$ cat config.mk
export PLATFORM = sky130hd
export DESIGN_NAME = regfile_wb_arbiter_flat
export DESIGN_NICKNAME = d
export VERILOG_FILES = /design/src/rtl/regfile_wb_arbiter_if.sv /design/src/rtl/regfile_wb_arbiter.sv /design/src/flat_wrapper.sv
export SDC_FILE = /design/constraint.sdc
export NUM_CORES = 1
export LEC_CHECK = 0
export ABC_AREA = 0
export CAP_MARGIN = 20
export CORE_MARGIN = 5
export CORE_UTILIZATION = 55
export CTS_CLUSTER_DIAMETER = 30
export DETAILED_ROUTE_END_ITERATION = 8
export PLACE_DENSITY = 0.8
export SLEW_MARGIN = 20
export SYNTH_ARGS = -nofsm -noshare
export SYNTH_HDL_FRONTEND = slang
export SYNTH_SLANG_ARGS = --single-unit
$ cat constraint.sdc
create_clock -name clk -period 7.45 [get_ports clk]
set_input_delay 1.49 -clock clk [delete_from_list [all_inputs] [get_ports clk]]
set_output_delay 1.49 -clock clk [all_outputs]
set_load 0.1 [all_outputs]
$ cat src/rtl/regfile_wb_arbiter_if.sv
// Bundle of register-file write-side signals: pipeline writeback, long-latency
// handshake, write port, pending-write lookup and FIFO occupancy.
interface regfile_wb_arbiter_if #(
    parameter int DEPTH  = 4,
    parameter int ADDR_W = 5,
    parameter int DATA_W = 32
);
    localparam int CNT_W = $clog2(DEPTH) + 1;

    logic              pipe_we;
    logic [ADDR_W-1:0] pipe_waddr;
    logic [DATA_W-1:0] pipe_wdata;

    logic              lat_valid;
    logic [ADDR_W-1:0] lat_waddr;
    logic [DATA_W-1:0] lat_wdata;
    logic              lat_ready;

    logic              reg_we;
    logic [ADDR_W-1:0] reg_waddr;
    logic [DATA_W-1:0] reg_wdata;

    logic [ADDR_W-1:0] pend_raddr1;
    logic [ADDR_W-1:0] pend_raddr2;
    logic              pend_hit1;
    logic              pend_hit2;

    logic [CNT_W-1:0]  fifo_count;

    modport master (
        output pipe_we, pipe_waddr, pipe_wdata,
        output lat_valid, lat_waddr, lat_wdata,
        input  lat_ready,
        input  reg_we, reg_waddr, reg_wdata,
        output pend_raddr1, pend_raddr2,
        input  pend_hit1, pend_hit2,
        input  fifo_count
    );

    modport slave (
        input  pipe_we, pipe_waddr, pipe_wdata,
        input  lat_valid, lat_waddr, lat_wdata,
        output lat_ready,
        output reg_we, reg_waddr, reg_wdata,
        input  pend_raddr1, pend_raddr2,
        output pend_hit1, pend_hit2,
        output fifo_count
    );
endinterface

$ cat src/rtl/regfile_wb_arbiter.sv
// Owns the register file write port: pipeline writeback has strict priority,
// long-latency results queue in a small FIFO and drain when the port is free.
module regfile_wb_arbiter #(
    parameter int DEPTH  = 4,
    parameter int ADDR_W = 5,
    parameter int DATA_W = 32
) (
    input  logic                 clk,
    input  logic                 rst,
    regfile_wb_arbiter_if.slave  bus
);
    localparam int PTR_W = $clog2(DEPTH);
    localparam int CNT_W = PTR_W + 1;

    logic [ADDR_W-1:0] addr_mem [DEPTH];
    logic [DATA_W-1:0] data_mem [DEPTH];
    logic [DEPTH-1:0]  live_reg;

    logic [PTR_W-1:0]  rd_ptr_reg;
    logic [PTR_W-1:0]  wr_ptr_reg;
    logic [CNT_W-1:0]  count_reg;
    logic [CNT_W-1:0]  count_next;

    logic pipe_eff;
    logic lat_ready_int;
    logic push;
    logic pop;
    logic push_live;

    logic [DEPTH-1:0] occupied;
    logic [DEPTH-1:0] kill_vec;
    logic [DEPTH-1:0] hit1_vec;
    logic [DEPTH-1:0] hit2_vec;

    assign pipe_eff      = bus.pipe_we && (bus.pipe_waddr != '0);
    // Ready looks only at the registered count, never at a same-cycle pop.
    assign lat_ready_int = !rst && (count_reg < CNT_W'(DEPTH));
    assign push          = bus.lat_valid && lat_ready_int && (bus.lat_waddr != '0);
    assign pop           = !rst && !pipe_eff && (count_reg != '0);
    // A same-cycle pipeline write to the same register is newer; enqueue it dead.
    assign push_live     = !(pipe_eff && (bus.pipe_waddr == bus.lat_waddr));

    always_comb begin
        count_next = count_reg;
        case ({push, pop})
            2'b10:   count_next = count_reg + 1'b1;
            2'b01:   count_next = count_reg - 1'b1;
            default: count_next = count_reg;
        endcase
    end

    generate
        for (genvar gi = 0; gi < DEPTH; gi++) begin : g_entry
            logic [PTR_W-1:0] offset;
            assign offset       = PTR_W'(gi) - rd_ptr_reg;
            assign occupied[gi] = CNT_W'(offset) < count_reg;
            assign kill_vec[gi] = pipe_eff && (addr_mem[gi] == bus.pipe_waddr);
            assign hit1_vec[gi] = occupied[gi] && live_reg[gi] &&
                                  (addr_mem[gi] == bus.pend_raddr1);
            assign hit2_vec[gi] = occupied[gi] && live_reg[gi] &&
                                  (addr_mem[gi] == bus.pend_raddr2);
        end
    endgenerate

    always_comb begin
        bus.reg_we     = 1'b0;
        bus.reg_waddr  = '0;
        bus.reg_wdata  = '0;
        if (!rst) begin
            if (pipe_eff) begin
                bus.reg_we    = 1'b1;
                bus.reg_waddr = bus.pipe_waddr;
                bus.reg_wdata = bus.pipe_wdata;
            end else if (count_reg != '0) begin
                // A killed head still uses its slot, but writes nothing.
                bus.reg_we    = live_reg[rd_ptr_reg];
                bus.reg_waddr = addr_mem[rd_ptr_reg];
                bus.reg_wdata = data_mem[rd_ptr_reg];
            end
        end
    end

    assign bus.lat_ready  = lat_ready_int;
    assign bus.fifo_count = rst ? '0 : count_reg;
    assign bus.pend_hit1  = !rst && (bus.pend_raddr1 != '0) && (|hit1_vec);
    assign bus.pend_hit2  = !rst && (bus.pend_raddr2 != '0) && (|hit2_vec);

    always_ff @(posedge clk) begin
        if (rst) begin
            count_reg  <= '0;
            rd_ptr_reg <= '0;
            wr_ptr_reg <= '0;
            live_reg   <= '0;
        end else begin
            count_reg <= count_next;
            if (push) wr_ptr_reg <= wr_ptr_reg + 1'b1;
            if (pop)  rd_ptr_reg <= rd_ptr_reg + 1'b1;
            for (int i = 0; i < DEPTH; i++) begin
                if (push && (wr_ptr_reg == PTR_W'(i)))
                    live_reg[i] <= push_live;
                else if (kill_vec[i])
                    live_reg[i] <= 1'b0;
            end
        end
    end

    always_ff @(posedge clk) begin
        if (push) begin
            addr_mem[wr_ptr_reg] <= bus.lat_waddr;
            data_mem[wr_ptr_reg] <= bus.lat_wdata;
        end
    end
endmodule

$ cat src/flat_wrapper.sv
// flat-port wrapper written by rule: the top's interface ports become plain ports
module regfile_wb_arbiter_flat 
#(
    parameter int DEPTH  = 4,
    parameter int ADDR_W = 5,
    parameter int DATA_W = 32
)
  (clk, rst, bus_pipe_we, bus_pipe_waddr, bus_pipe_wdata, bus_lat_valid, bus_lat_waddr, bus_lat_wdata, bus_lat_ready, bus_reg_we, bus_reg_waddr, bus_reg_wdata, bus_pend_raddr1, bus_pend_raddr2, bus_pend_hit1, bus_pend_hit2, bus_fifo_count);
  regfile_wb_arbiter_if #(.DEPTH(DEPTH), .ADDR_W(ADDR_W), .DATA_W(DATA_W)) bus_i ();
  input  logic clk;
  input  logic rst;
  input wire logic [$bits(bus_i.pipe_we)-1:0] bus_pipe_we;
  input wire logic [$bits(bus_i.pipe_waddr)-1:0] bus_pipe_waddr;
  input wire logic [$bits(bus_i.pipe_wdata)-1:0] bus_pipe_wdata;
  input wire logic [$bits(bus_i.lat_valid)-1:0] bus_lat_valid;
  input wire logic [$bits(bus_i.lat_waddr)-1:0] bus_lat_waddr;
  input wire logic [$bits(bus_i.lat_wdata)-1:0] bus_lat_wdata;
  output wire logic [$bits(bus_i.lat_ready)-1:0] bus_lat_ready;
  output wire logic [$bits(bus_i.reg_we)-1:0] bus_reg_we;
  output wire logic [$bits(bus_i.reg_waddr)-1:0] bus_reg_waddr;
  output wire logic [$bits(bus_i.reg_wdata)-1:0] bus_reg_wdata;
  input wire logic [$bits(bus_i.pend_raddr1)-1:0] bus_pend_raddr1;
  input wire logic [$bits(bus_i.pend_raddr2)-1:0] bus_pend_raddr2;
  output wire logic [$bits(bus_i.pend_hit1)-1:0] bus_pend_hit1;
  output wire logic [$bits(bus_i.pend_hit2)-1:0] bus_pend_hit2;
  output wire logic [$bits(bus_i.fifo_count)-1:0] bus_fifo_count;
  assign bus_i.pipe_we = bus_pipe_we;
  assign bus_i.pipe_waddr = bus_pipe_waddr;
  assign bus_i.pipe_wdata = bus_pipe_wdata;
  assign bus_i.lat_valid = bus_lat_valid;
  assign bus_i.lat_waddr = bus_lat_waddr;
  assign bus_i.lat_wdata = bus_lat_wdata;
  assign bus_lat_ready = bus_i.lat_ready;
  assign bus_reg_we = bus_i.reg_we;
  assign bus_reg_waddr = bus_i.reg_waddr;
  assign bus_reg_wdata = bus_i.reg_wdata;
  assign bus_i.pend_raddr1 = bus_pend_raddr1;
  assign bus_i.pend_raddr2 = bus_pend_raddr2;
  assign bus_pend_hit1 = bus_i.pend_hit1;
  assign bus_pend_hit2 = bus_i.pend_hit2;
  assign bus_fifo_count = bus_i.fifo_count;
  regfile_wb_arbiter #(.DEPTH(DEPTH), .ADDR_W(ADDR_W), .DATA_W(DATA_W)) u_core (.clk(clk), .rst(rst), .bus(bus_i));
endmodule
==> flow_summary_export.csv, run 1 <==
group,metric,value,unit
cells_and_area,fin_nets,676,
critical_path,critical_path_class,"primary input to output port",
timing,setup_ws,1.344,ns
clock_tree,post_cts_resize_count,0,
min_path,min_delay_path_depth,2,
placed_design,gp_routability_congestion,0.9817,
drt,drt-wirelength-per-cell,22.41,um
clock_tree,clk-insertion-delay-late,0.42,ns
timing,fmax,0.1638,GHz
min_path,min_from,"u_core.count_reg[1]",
critical_path,worst_r2r_startpoint,"u_core.count_reg[2]",
timing,unrepaired_setup_endpoints_after_global_routing,"false",
clock_tree,hold_buffers,0,
timing,tightestPinTransition,1.044,ns
critical_path,critical_path.max_fanout,10,
grt,globalRouteOverflowTotal,0,
placed_design,place.port_buffers,131,
placed_design,placedInstanceArea,8706,sq um
floorplanning,area_inside_the_core_boundary,13190,sq um
timing,maxSlewHeadroom,30.43,%
run,drv.max_cap_violation_count,0,
drt,viasPerCell,5.892,
floorplanning,floorplan.initialDensity,55.89,%
power,vdd_ir_drop_max,0.1727,mV
critical_path,r2r.worst_path.cells,9,
synth,synth-seq-cells,161,
cells_and_area,finish.instance_area,9256,sq um
drt,vias,4513,
drt,routed_wl,17.16,mm
power,leakage_power_summed_over_all_cells,0.003133,uW
cells_and_area,n_fill_cell,870,
floorplanning,top_level_ports,132,
synth,instance_count_of_the_mapped_netlist,455,
cells_and_area,syn2layout_area_growth,25.56,%
clock_tree,root_buffer,"sky130_fd_sc_hd__clkbuf_16",
synth,synth.yosys.seq_area_share,63.82,%
clock_tree,clk_pin_slew,0.06,ns
grt,grt_pass1_vias,4758,
critical_path,regToRegSetupSlack,4.85,ns
clock_tree,clkSinkCount,161,
clock_tree,cts_tree,"yes",
timing,final_setup_viols,0,
floorplanning,die_span_in_x,125.8,um
cells_and_area,diodes,0,
power,power_per_cell_area,246.3,nW/um^2
drt,drcViolationCount,0,
synth,synthesis.area_per_instance,16.20,sq um
clock_tree,post-cts-setup-buffer-count,0,
grt,groute.usage.overall,21.99,%
timing,post-route-min-period,6.106,ns
floorplanning,fp.dieH,125.8,um
min_path,hold_path_class,"register to register",
timing,totalNegativeSetupSlack,0,ns
cells_and_area,drive_above_1_share,19.15,%
timing,report.final.slew_viol_count,0,
critical_path,endpoint_kind,"output port",
drt,firstDrtPassIters,5,
timing,final.period_utilization,81.96,%
synth,mappedNetlistNets,553,
clock_tree,cts_made_buffers,17,
drt,ant_nets,0,
power,power_consumption,2280,uW
grt,grt_antenna_before_repair,0,
timing,report.final.hold_viol_count,0,
synth,synth.lib_cells_used.distinct,38,
synth,total_standard_cell_area_after_synthesis,7372,sq um
run_status,status,"finished, final reports clean",
min_path,hold_path_end,"u_core.count_reg[1]",
critical_path,cp_data_required_time,5.96,ns
floorplanning,die_area,15820,sq um
grt,global_route_wire_length_before_repair,26.26,mm
placed_design,dp_slack,1.380,ns
grt,grt_start_max_net_pins,38,
cells_and_area,largest_reg_flops,128,
placed_design,detailedPlacementHpwl,11.48,mm
timing,clock_skew_after_layout,0.006914,ns
critical_path,arrival,4.62,ns
drt,drt_iter0_drc,317,
clock_tree,cts_max_level,4,
clock_tree,cts.path.max_buffers,2,
critical_path,r2r-end,"u_core.count_reg[2]",
synth,synth.yosys.warnings,0,
floorplanning,placement_rows,42,
critical_path,crit_path_start_kind,"primary input",
==> area by class of cell <==
class | count | area (sq um) | area share, %
timing repair buffer | 139 | 1284 | 13.87
clock inverter | 11 | 113.9 | 1.230
sequential | 161 | 4707 | 50.85
clock buffer | 20 | 436.7 | 4.717
multi-input combinational | 244 | 2439 | 26.34
inverter | 15 | 56.30 | 0.6083
tap | 176 | 220.2 | 2.379
==> per-stage QoR <==
stage	hold slack, ns	utilization [%]	std cells
after floorplan	0.4721	-	455
after global placement	0.4874	66.00	735
after detailed placement	0.4974	66.00	735
after CTS	0.5109	70.18	766
after global routing	0.5421	70.18	766
final	0.5090	70.18	766
==> logic make-up after synthesis <==
family	Yosys count	synth area share (%)
flops	161	63.82
xor+xnor	71	8.435
simple gates	64	4.396
compound gates	61	6.738
buf+inv	50	3.208
mux	38	11.61
fa+ha+maj	10	1.799
==> cells in the final DEF, fill, tap and decap left out, types with 3 or more instances in the layout <==
| cell type | n |
|---|---|
| sky130_fd_sc_hd__nor2_1 | 19 |
| sky130_fd_sc_hd__xnor2_1 | 37 |
| sky130_fd_sc_hd__clkdlybuf4s50_1 | 96 |
| sky130_fd_sc_hd__a41o_1 | 4 |
| sky130_fd_sc_hd__buf_4 | 43 |
| sky130_fd_sc_hd__nand4_1 | 4 |
| sky130_fd_sc_hd__a21oi_1 | 8 |
| sky130_fd_sc_hd__clkbuf_16 | 17 |
| sky130_fd_sc_hd__clkinv_2 | 5 |
| sky130_fd_sc_hd__nand2_1 | 6 |
| sky130_fd_sc_hd__mux4_2 | 38 |
| sky130_fd_sc_hd__clkbuf_1 | 3 |
| sky130_fd_sc_hd__a22o_1 | 35 |
| sky130_fd_sc_hd__ha_1 | 9 |
| sky130_fd_sc_hd__nor3_1 | 6 |
| sky130_fd_sc_hd__edfxtp_1 | 148 |
| sky130_fd_sc_hd__o21ai_0 | 3 |
| sky130_fd_sc_hd__nand3_1 | 10 |
| sky130_fd_sc_hd__clkinv_1 | 5 |
| sky130_fd_sc_hd__nor4_1 | 6 |
| sky130_fd_sc_hd__or4_1 | 3 |
| sky130_fd_sc_hd__inv_1 | 11 |
| sky130_fd_sc_hd__xor2_1 | 34 |
| sky130_fd_sc_hd__dfxtp_1 | 11 |
==> critical path, stage by stage <==
cell	delay, ns
sky130_fd_sc_hd__clkdlybuf4s50_1	0.62
sky130_fd_sc_hd__or4_4	0.62
sky130_fd_sc_hd__o21ai_4	0.30
sky130_fd_sc_hd__and2_1	0.25
sky130_fd_sc_hd__a22oi_1	0.09
sky130_fd_sc_hd__nor2_1	0.11
sky130_fd_sc_hd__clkdlybuf4s50_1	1.14
==> synthesized netlist by cell type <==
cell                       instances  share of area [%]
sky130_fd_sc_hd__xnor2_1          37                4.4
sky130_fd_sc_hd__buf_4             1               0.10
sky130_fd_sc_hd__buf_2             5               0.34
sky130_fd_sc_hd__a21oi_1           8               0.54
sky130_fd_sc_hd__and3_1            1              0.085
sky130_fd_sc_hd__o21ai_0           3               0.20
sky130_fd_sc_hd__o41ai_1           1               0.12
sky130_fd_sc_hd__inv_1            15               0.76
sky130_fd_sc_hd__or4_4             1               0.15
sky130_fd_sc_hd__and2_1            1              0.085
sky130_fd_sc_hd__clkbuf_1         20                1.0
sky130_fd_sc_hd__xor2_1           34                4.0
sky130_fd_sc_hd__nand2_1           6               0.31
sky130_fd_sc_hd__clkbuf_2          1              0.068
sky130_fd_sc_hd__dfxtp_1          13                3.5
sky130_fd_sc_hd__edfxtp_1        148                 60
sky130_fd_sc_hd__nand2b_1          2               0.17
sky130_fd_sc_hd__nand4_1           4               0.34
sky130_fd_sc_hd__fa_1              1               0.27
sky130_fd_sc_hd__o211a_1           1               0.14
sky130_fd_sc_hd__a31oi_1           2               0.17
sky130_fd_sc_hd__o221ai_1          2               0.24
sky130_fd_sc_hd__buf_6             5               0.76
sky130_fd_sc_hd__a22oi_1           2               0.20
sky130_fd_sc_hd__nand3_1          10               0.68
sky130_fd_sc_hd__ha_1              9                1.5
sky130_fd_sc_hd__o21a_1            2               0.20
sky130_fd_sc_hd__nor3_1            6               0.41
sky130_fd_sc_hd__nor4_1            6               0.51
sky130_fd_sc_hd__o21ai_4           1               0.22
sky130_fd_sc_hd__nor2b_1           2               0.17
sky130_fd_sc_hd__a41o_1            4               0.54
sky130_fd_sc_hd__a22o_1           35                4.2
sky130_fd_sc_hd__buf_1             3               0.15
sky130_fd_sc_hd__nor2_1           20                1.0
sky130_fd_sc_hd__mux4_2           38                 12
sky130_fd_sc_hd__or4_1             3               0.31
sky130_fd_sc_hd__or3_1             2               0.17
==> power breakdown <==
| part | switching [uW] | internal (uW) |
|---|---|---|
| clock | 327 | 488 |
| sequential | 19.7 | 1010 |
| combinational | 268 | 164 |
==> per-layer routing <==
layer | global-route usage, % | routed length, um
met1 | 26.80 | 6657
met2 | 37.70 | 8888
met3 | 5.631 | 1238
met4 | 8.959 | 380
met5 | 0 | 0
==> worst max path at each step <==
stage / start / end / slack (ns) / depth (start not counted)
5_1_grt: bus_pipe_waddr[3] / bus_reg_waddr[1] / 1.27 / 7
2_1_floorplan: bus_pipe_waddr[3] / bus_reg_waddr[1] / 2.04 / 6
3_3_place_gp: bus_pipe_waddr[3] / bus_reg_waddr[4] / 1.41 / 7
3_5_place_dp: bus_pipe_waddr[3] / bus_reg_waddr[4] / 1.38 / 7
4_1_cts: bus_pipe_waddr[3] / bus_reg_waddr[4] / 1.36 / 7
6_report: bus_pipe_waddr[3] / bus_reg_waddr[4] / 1.34 / 7
(Power assumes the default switching activity.)
==> run 2: changes to the inputs <==
- CORE_UTILIZATION: 55 -> 48
- PLACE_DENSITY: 0.8 -> 0.74
- clock period: 7.45 -> 5.1 ns (I/O delays scaled with it)
==> flow_summary_export.csv, run 2 (synthesized netlist as in run 1, its figures left out) <==
group,metric,value,unit
critical_path,arrival,3.48,ns
power,clock_power_share,35.3,%
clock_tree,clkSinkCount,161,
drt,drt-wirelength-per-cell,21.47,um
placed_design,gp_routability_congestion,0.8618,
clock_tree,cts.path.max_buffers,2,
grt,gr-max-usage-layer,"met2",
power,power_consumption,3416,uW
floorplanning,die_span_in_x,133.9,um
clock_tree,post-cts-setup-buffer-count,0,
timing,report.final.hold_viol_count,0,
floorplanning,placement_rows,45,
drt,viasPerCell,5.717,
grt,groute.usage.overall,19.12,%
drt,ant_nets,0,
timing,fmax,0.2222,GHz
floorplanning,area_inside_the_core_boundary,15150,sq um
clock_tree,clk_pin_slew,0.07,ns
critical_path,timing.critical_path.to,"bus_reg_wdata[30]",
grt,grt_start_max_net_pins,38,
critical_path,regToRegSetupSlack,2.43,ns
drt,routed_wl,16.64,mm
clock_tree,post_cts_resize_count,0,
cells_and_area,n_fill_cell,1085,
run,drv.max_cap_violation_count,0,
power,power_per_cell_area,352.1,nW/um^2
timing,tightestPinTransition,1.035,ns
grt,use_met2,31.61,%
drt,firstDrtPassIters,4,
power,vdd_ir_drop_max,0.2304,mV
power,internal_power,2498,uW
drt,drcViolationCount,0,
run_status,status,"finished, final reports clean",
clock_tree,cts_made_buffers,17,
timing,unrepaired_setup_endpoints_after_global_routing,"false",
drt,vias,4431,
power,swShare,26.89,%
critical_path,critical_path_class,"primary input to output port",
cells_and_area,largest_reg_flops,128,
critical_path,crit_path_start_kind,"primary input",
clock_tree,hold_buffers,0,
critical_path,critical_path.max_fanout,19,
floorplanning,floorplan.initialDensity,48.67,%
clock_tree,root_buffer,"sky130_fd_sc_hd__clkbuf_16",
placed_design,placedCellCount,744,
timing,final_setup_viols,0,
cells_and_area,diodes,0,
clock_tree,cts_tree,"yes",
drt,drt_iter0_drc,273,
grt,global_route.usage.met1,24.92,%
cells_and_area,final_cells,775,
timing,post-route-min-period,4.500,ns
cells_and_area,mostFrequentLayoutCell,"sky130_fd_sc_hd__edfxtp_1",
timing,maxSlewHeadroom,30.97,%
timing,fin_hold_ws,0.5504,ns
grt,global_route.usage.met3,5.101,%
floorplanning,die_area,17940,sq um
cells_and_area,syn2layout_area_growth,31.64,%
placed_design,place.port_buffers,131,
power,p_seq_share,44.1,%
critical_path,worst_r2r_startpoint,"u_core.count_reg[2]",
grt,globalRouteOverflowTotal,0,
grt,global_route_wire_length_before_repair,26.18,mm
cells_and_area,fin_nets,673,
grt,grt_pass1_vias,4785,
cells_and_area,drive_above_1_share,21.12,%
cells_and_area,area.sequential,4707,sq um
power,leakage_power_summed_over_all_cells,0.003271,uW
min_path,hold_path_class,"register to register",
cells_and_area,multiInputGateArea,2439,sq um
critical_path,r2r.worst_path.cells,9,
critical_path,r2r-end,"u_core.count_reg[2]",
clock_tree,cts_max_level,4,
grt,grt_antenna_before_repair,0,
critical_path,endpoint_kind,"output port",
timing,clock_skew_after_layout,0.01466,ns
timing,totalNegativeSetupSlack,0,ns
floorplanning,fp.dieH,133.9,um
timing,final.period_utilization,88.24,%
critical_path,timing.critical_path.from,"bus_pipe_waddr[4]",
power,power.net_switching,918.7,uW
floorplanning,top_level_ports,132,
timing,report.final.slew_viol_count,0,
critical_path,cp_data_required_time,4.08,ns
placed_design,detailedPlacementHpwl,11.28,mm
cells_and_area,most_frequent_cells_in_the_layout,"sky130_fd_sc_hd__edfxtp_1, sky130_fd_sc_hd__clkdlybuf4s50_1, sky130_fd_sc_hd__mux4_2",
clock_tree,clk-insertion-delay-late,0.41,ns
power,pwr-share-comb,20.6,%
[run 2: routing by layer]
metal | wire length [um] | share of wire, %
met5 | 0 | 0
met2 | 8352 | 50
met3 | 1191 | 7.2
met1 | 6814 | 41
met4 | 283 | 1.7
[run 2: worst min-delay path by stage]
stage / from / end / slack (ns) / depth (start not counted)
after detailed placement: u_core.live_reg[1] / u_core.live_reg[1] / 0.53 / 1
after CTS: u_core.live_reg[1] / u_core.live_reg[1] / 0.55 / 1
after global placement: u_core.count_reg[1] / u_core.count_reg[1] / 0.49 / 2
final: u_core.live_reg[1] / u_core.live_reg[1] / 0.55 / 1
after floorplan: u_core.count_reg[1] / u_core.count_reg[1] / 0.47 / 2
after global routing: u_core.live_reg[3] / u_core.live_reg[3] / 0.57 / 1
[run 2: final cells by class]
type                            count  share of cell area (%)
Clock buffer                       18                   4.422
Tap cell                          188                   2.424
Clock inverter                     13                   1.405
Timing Repair Buffer              136                   17.53
Multi-Input combinational cell    244                   25.13
Inverter                           15                  0.5802
Sequential cell                   161                   48.50
[run 2: stage by stage]
step / setup WS, ns / utilization, % / cell area [sq um]
after floorplan: 0.6291 / - / 7372
after global routing: 0.4962 / 64.07 / 9704
after CTS: 0.6030 / 64.07 / 9704
after global placement: 0.6596 / 60.34 / 9139
after detailed placement: 0.6164 / 60.34 / 9139
final: 0.5999 / 64.07 / 9704
[run 2: power groups by stage]
stage	clock network [uW]	logic (uW)	registers [uW]
floorplan	0	466	1520
global placement	0	701	1530
detailed placement	0	708	1540
CTS	1220	711	1510
global route	1290	741	1510
finish	1210	702	1510
[run 2: critical path, cell delays in order]
cell and delay (ns):
sky130_fd_sc_hd__clkdlybuf4s50_1 0.60, sky130_fd_sc_hd__or4_4 0.63, sky130_fd_sc_hd__o21ai_4 0.28, sky130_fd_sc_hd__and3_1 0.24, sky130_fd_sc_hd__buf_4 0.27, sky130_fd_sc_hd__a22o_1 0.24
sky130_fd_sc_hd__buf_12 0.18
==> run 3: changes to the inputs <==
- ABC_CLOCK_PERIOD_IN_PS: default -> 4200
- CORE_UTILIZATION: 48 -> 53
- PLACE_DENSITY: 0.74 -> 0.77
- clock period: 5.1 -> 4.2 ns (I/O delays scaled with it)
==> flow_summary_export.csv, run 3 (synthesized netlist as in run 1, its figures left out) <==
group,metric,value,unit
floorplanning,die_area,16370,sq um
grt,global_route_wire_length_before_repair,27.12,mm
clock_tree,cts.path.max_buffers,2,
critical_path,cp_data_required_time,3.36,ns
cells_and_area,syn2layout_area_growth,33.45,%
floorplanning,top_level_ports,132,
timing,report.final.slew_viol_count,0,
critical_path,arrival,2.93,ns
clock_tree,cts_made_buffers,17,
timing,tightestPinTransition,0.9735,ns
clock_tree,clk_pin_slew,0.06,ns
power,vdd_ir_drop_max,0.3149,mV
grt,globalRouteOverflowTotal,0,
drt,routed_wl,17.40,mm
critical_path,path_delay_family,"buffers and inverters",
timing,report.final.hold_viol_count,0,
cells_and_area,largest_reg_flops,128,
cells_and_area,most_frequent_cells_in_the_layout,"sky130_fd_sc_hd__edfxtp_1, sky130_fd_sc_hd__clkdlybuf4s50_1, sky130_fd_sc_hd__buf_12",
cells_and_area,fin_nets,683,
power,power_per_cell_area,434.1,nW/um^2
timing,post-route-min-period,3.774,ns
timing,maxSlewHeadroom,35.01,%
cells_and_area,n_fill_cell,911,
cells_and_area,mostFrequentLayoutCell,"sky130_fd_sc_hd__edfxtp_1",
critical_path,regToRegSetupSlack,1.59,ns
placed_design,gp_routability_congestion,0.9352,
critical_path,endpoint_kind,"output port",
run,drv.max_cap_violation_count,0,
floorplanning,floorplan.initialDensity,53.52,%
critical_path,path_cells,"clkdlybuf4s50_1 -> or4_4 -> o21ai_4 -> and3_1 -> buf_4 -> a22o_1 -> buf_12",
drt,ant_nets,0,
drt,vias,4523,
grt,grt_start_max_net_pins,38,
critical_path,critical_path.max_fanout,20,
clock_tree,cts_max_level,4,
drt,firstDrtPassIters,5,
timing,unrepaired_setup_endpoints_after_global_routing,"false",
drt,drt_iter0_drc,338,
critical_path,cp_num_buf_inv,3,
floorplanning,placement_rows,43,
critical_path,critical_path.max_stage_delay,0.55,ns
critical_path,crit_path_start_kind,"primary input",
min_path,hold_path_class,"register to register",
clock_tree,clk-insertion-delay-late,0.43,ns
grt,grt_antenna_before_repair,0,
grt,grt_pass1_vias,4820,
critical_path,cp_slowest_cell,"sky130_fd_sc_hd__or4_4",
timing,clock_skew_after_layout,0.007884,ns
drt,drcViolationCount,0,
drt,drt-wirelength-per-cell,22.37,um
clock_tree,hold_buffers,0,
floorplanning,area_inside_the_core_boundary,13770,sq um
timing,fmax,0.2650,GHz
clock_tree,cts_tree,"yes",
floorplanning,fp.dieH,127.9,um
critical_path,critical_path_class,"primary input to output port",
timing,final_setup_viols,0,
cells_and_area,finalCoreUtilization,71.43,%
power,leakage_power_summed_over_all_cells,0.003339,uW
clock_tree,root_buffer,"sky130_fd_sc_hd__clkbuf_16",
drt,viasPerCell,5.814,
clock_tree,post-cts-setup-buffer-count,0,
floorplanning,die_span_in_x,127.9,um
cells_and_area,drive_above_1_share,22.91,%
clock_tree,clkSinkCount,161,
run_status,status,"finished, final reports clean",
placed_design,place.port_buffers,131,
timing,totalNegativeSetupSlack,0,ns
grt,groute.usage.overall,22.27,%
timing,fin_hold_ws,0.5298,ns
timing,final.period_utilization,89.85,%
clock_tree,post_cts_resize_count,0,
placed_design,detailedPlacementHpwl,11.75,mm
cells_and_area,diodes,0,
-- run 3: cell count changes in the layout (fill, tap and decap cells not counted), sizes merged --
cell      previous run  this run
buf                 49        59
bufinv               2         3
clkinvlp             2         4
clkbuf              18        17
clkinv               7         5
inv                 17        18
-- run 3: through the flow --
stage	setup WS (ns)	area (sq um)	std cells	total power, uW
floorplan	0.08914	7372	455	2411
global placement	0.4192	9229	746	2723
detailed placement	0.3549	9229	746	2735
CTS	0.4339	9838	778	4303
global route	0.3464	9838	778	4419
finish	0.4265	9838	778	4271
-- run 3: metal layers --
metal  share of wire (%)  global-route usage (%)  wire length [um]
met2                  50                   36.35              8763
met1                  42                   29.52              7236
met4                 2.0                   8.427               346
met5                   0                       0                 0
met3                 6.1                   4.875              1056
-- run 3: layout make-up --
type	instances	area, sq um	share of cell area (%)
clock buffer	17	425.4	4.324
clock inverter	15	183.9	1.870
inverter	15	56.30	0.5723
multi-input combinational	244	2439	24.79
sequential	161	4707	47.84
tap	180	225.2	2.289
timing repair buffer	146	1802	18.31
-- run 3: worst min-delay path, cell delays in order (launching register included) --
cell	delay, ns
sky130_fd_sc_hd__dfxtp_1	0.35
sky130_fd_sc_hd__a21oi_1	0.07
sky130_fd_sc_hd__nor2_1	0.07
-- run 3: final timing paths --
kind | endpoint | cells after the start | startpoint
worst max-delay path | bus_reg_wdata[1] | 7 | bus_pipe_waddr[4]
worst min-delay path | u_core.count_reg[1] | 2 | u_core.count_reg[1]
worst max register to register | u_core.count_reg[2] | 9 | u_core.count_reg[2]
worst min register to register | u_core.count_reg[1] | 2 | u_core.count_reg[1]
-- run 3: where the power goes --
group          internal, uW  switching [uW]
clock                   940             634
combinational           371             490
sequential             1800            38.2
total                  3110            1160
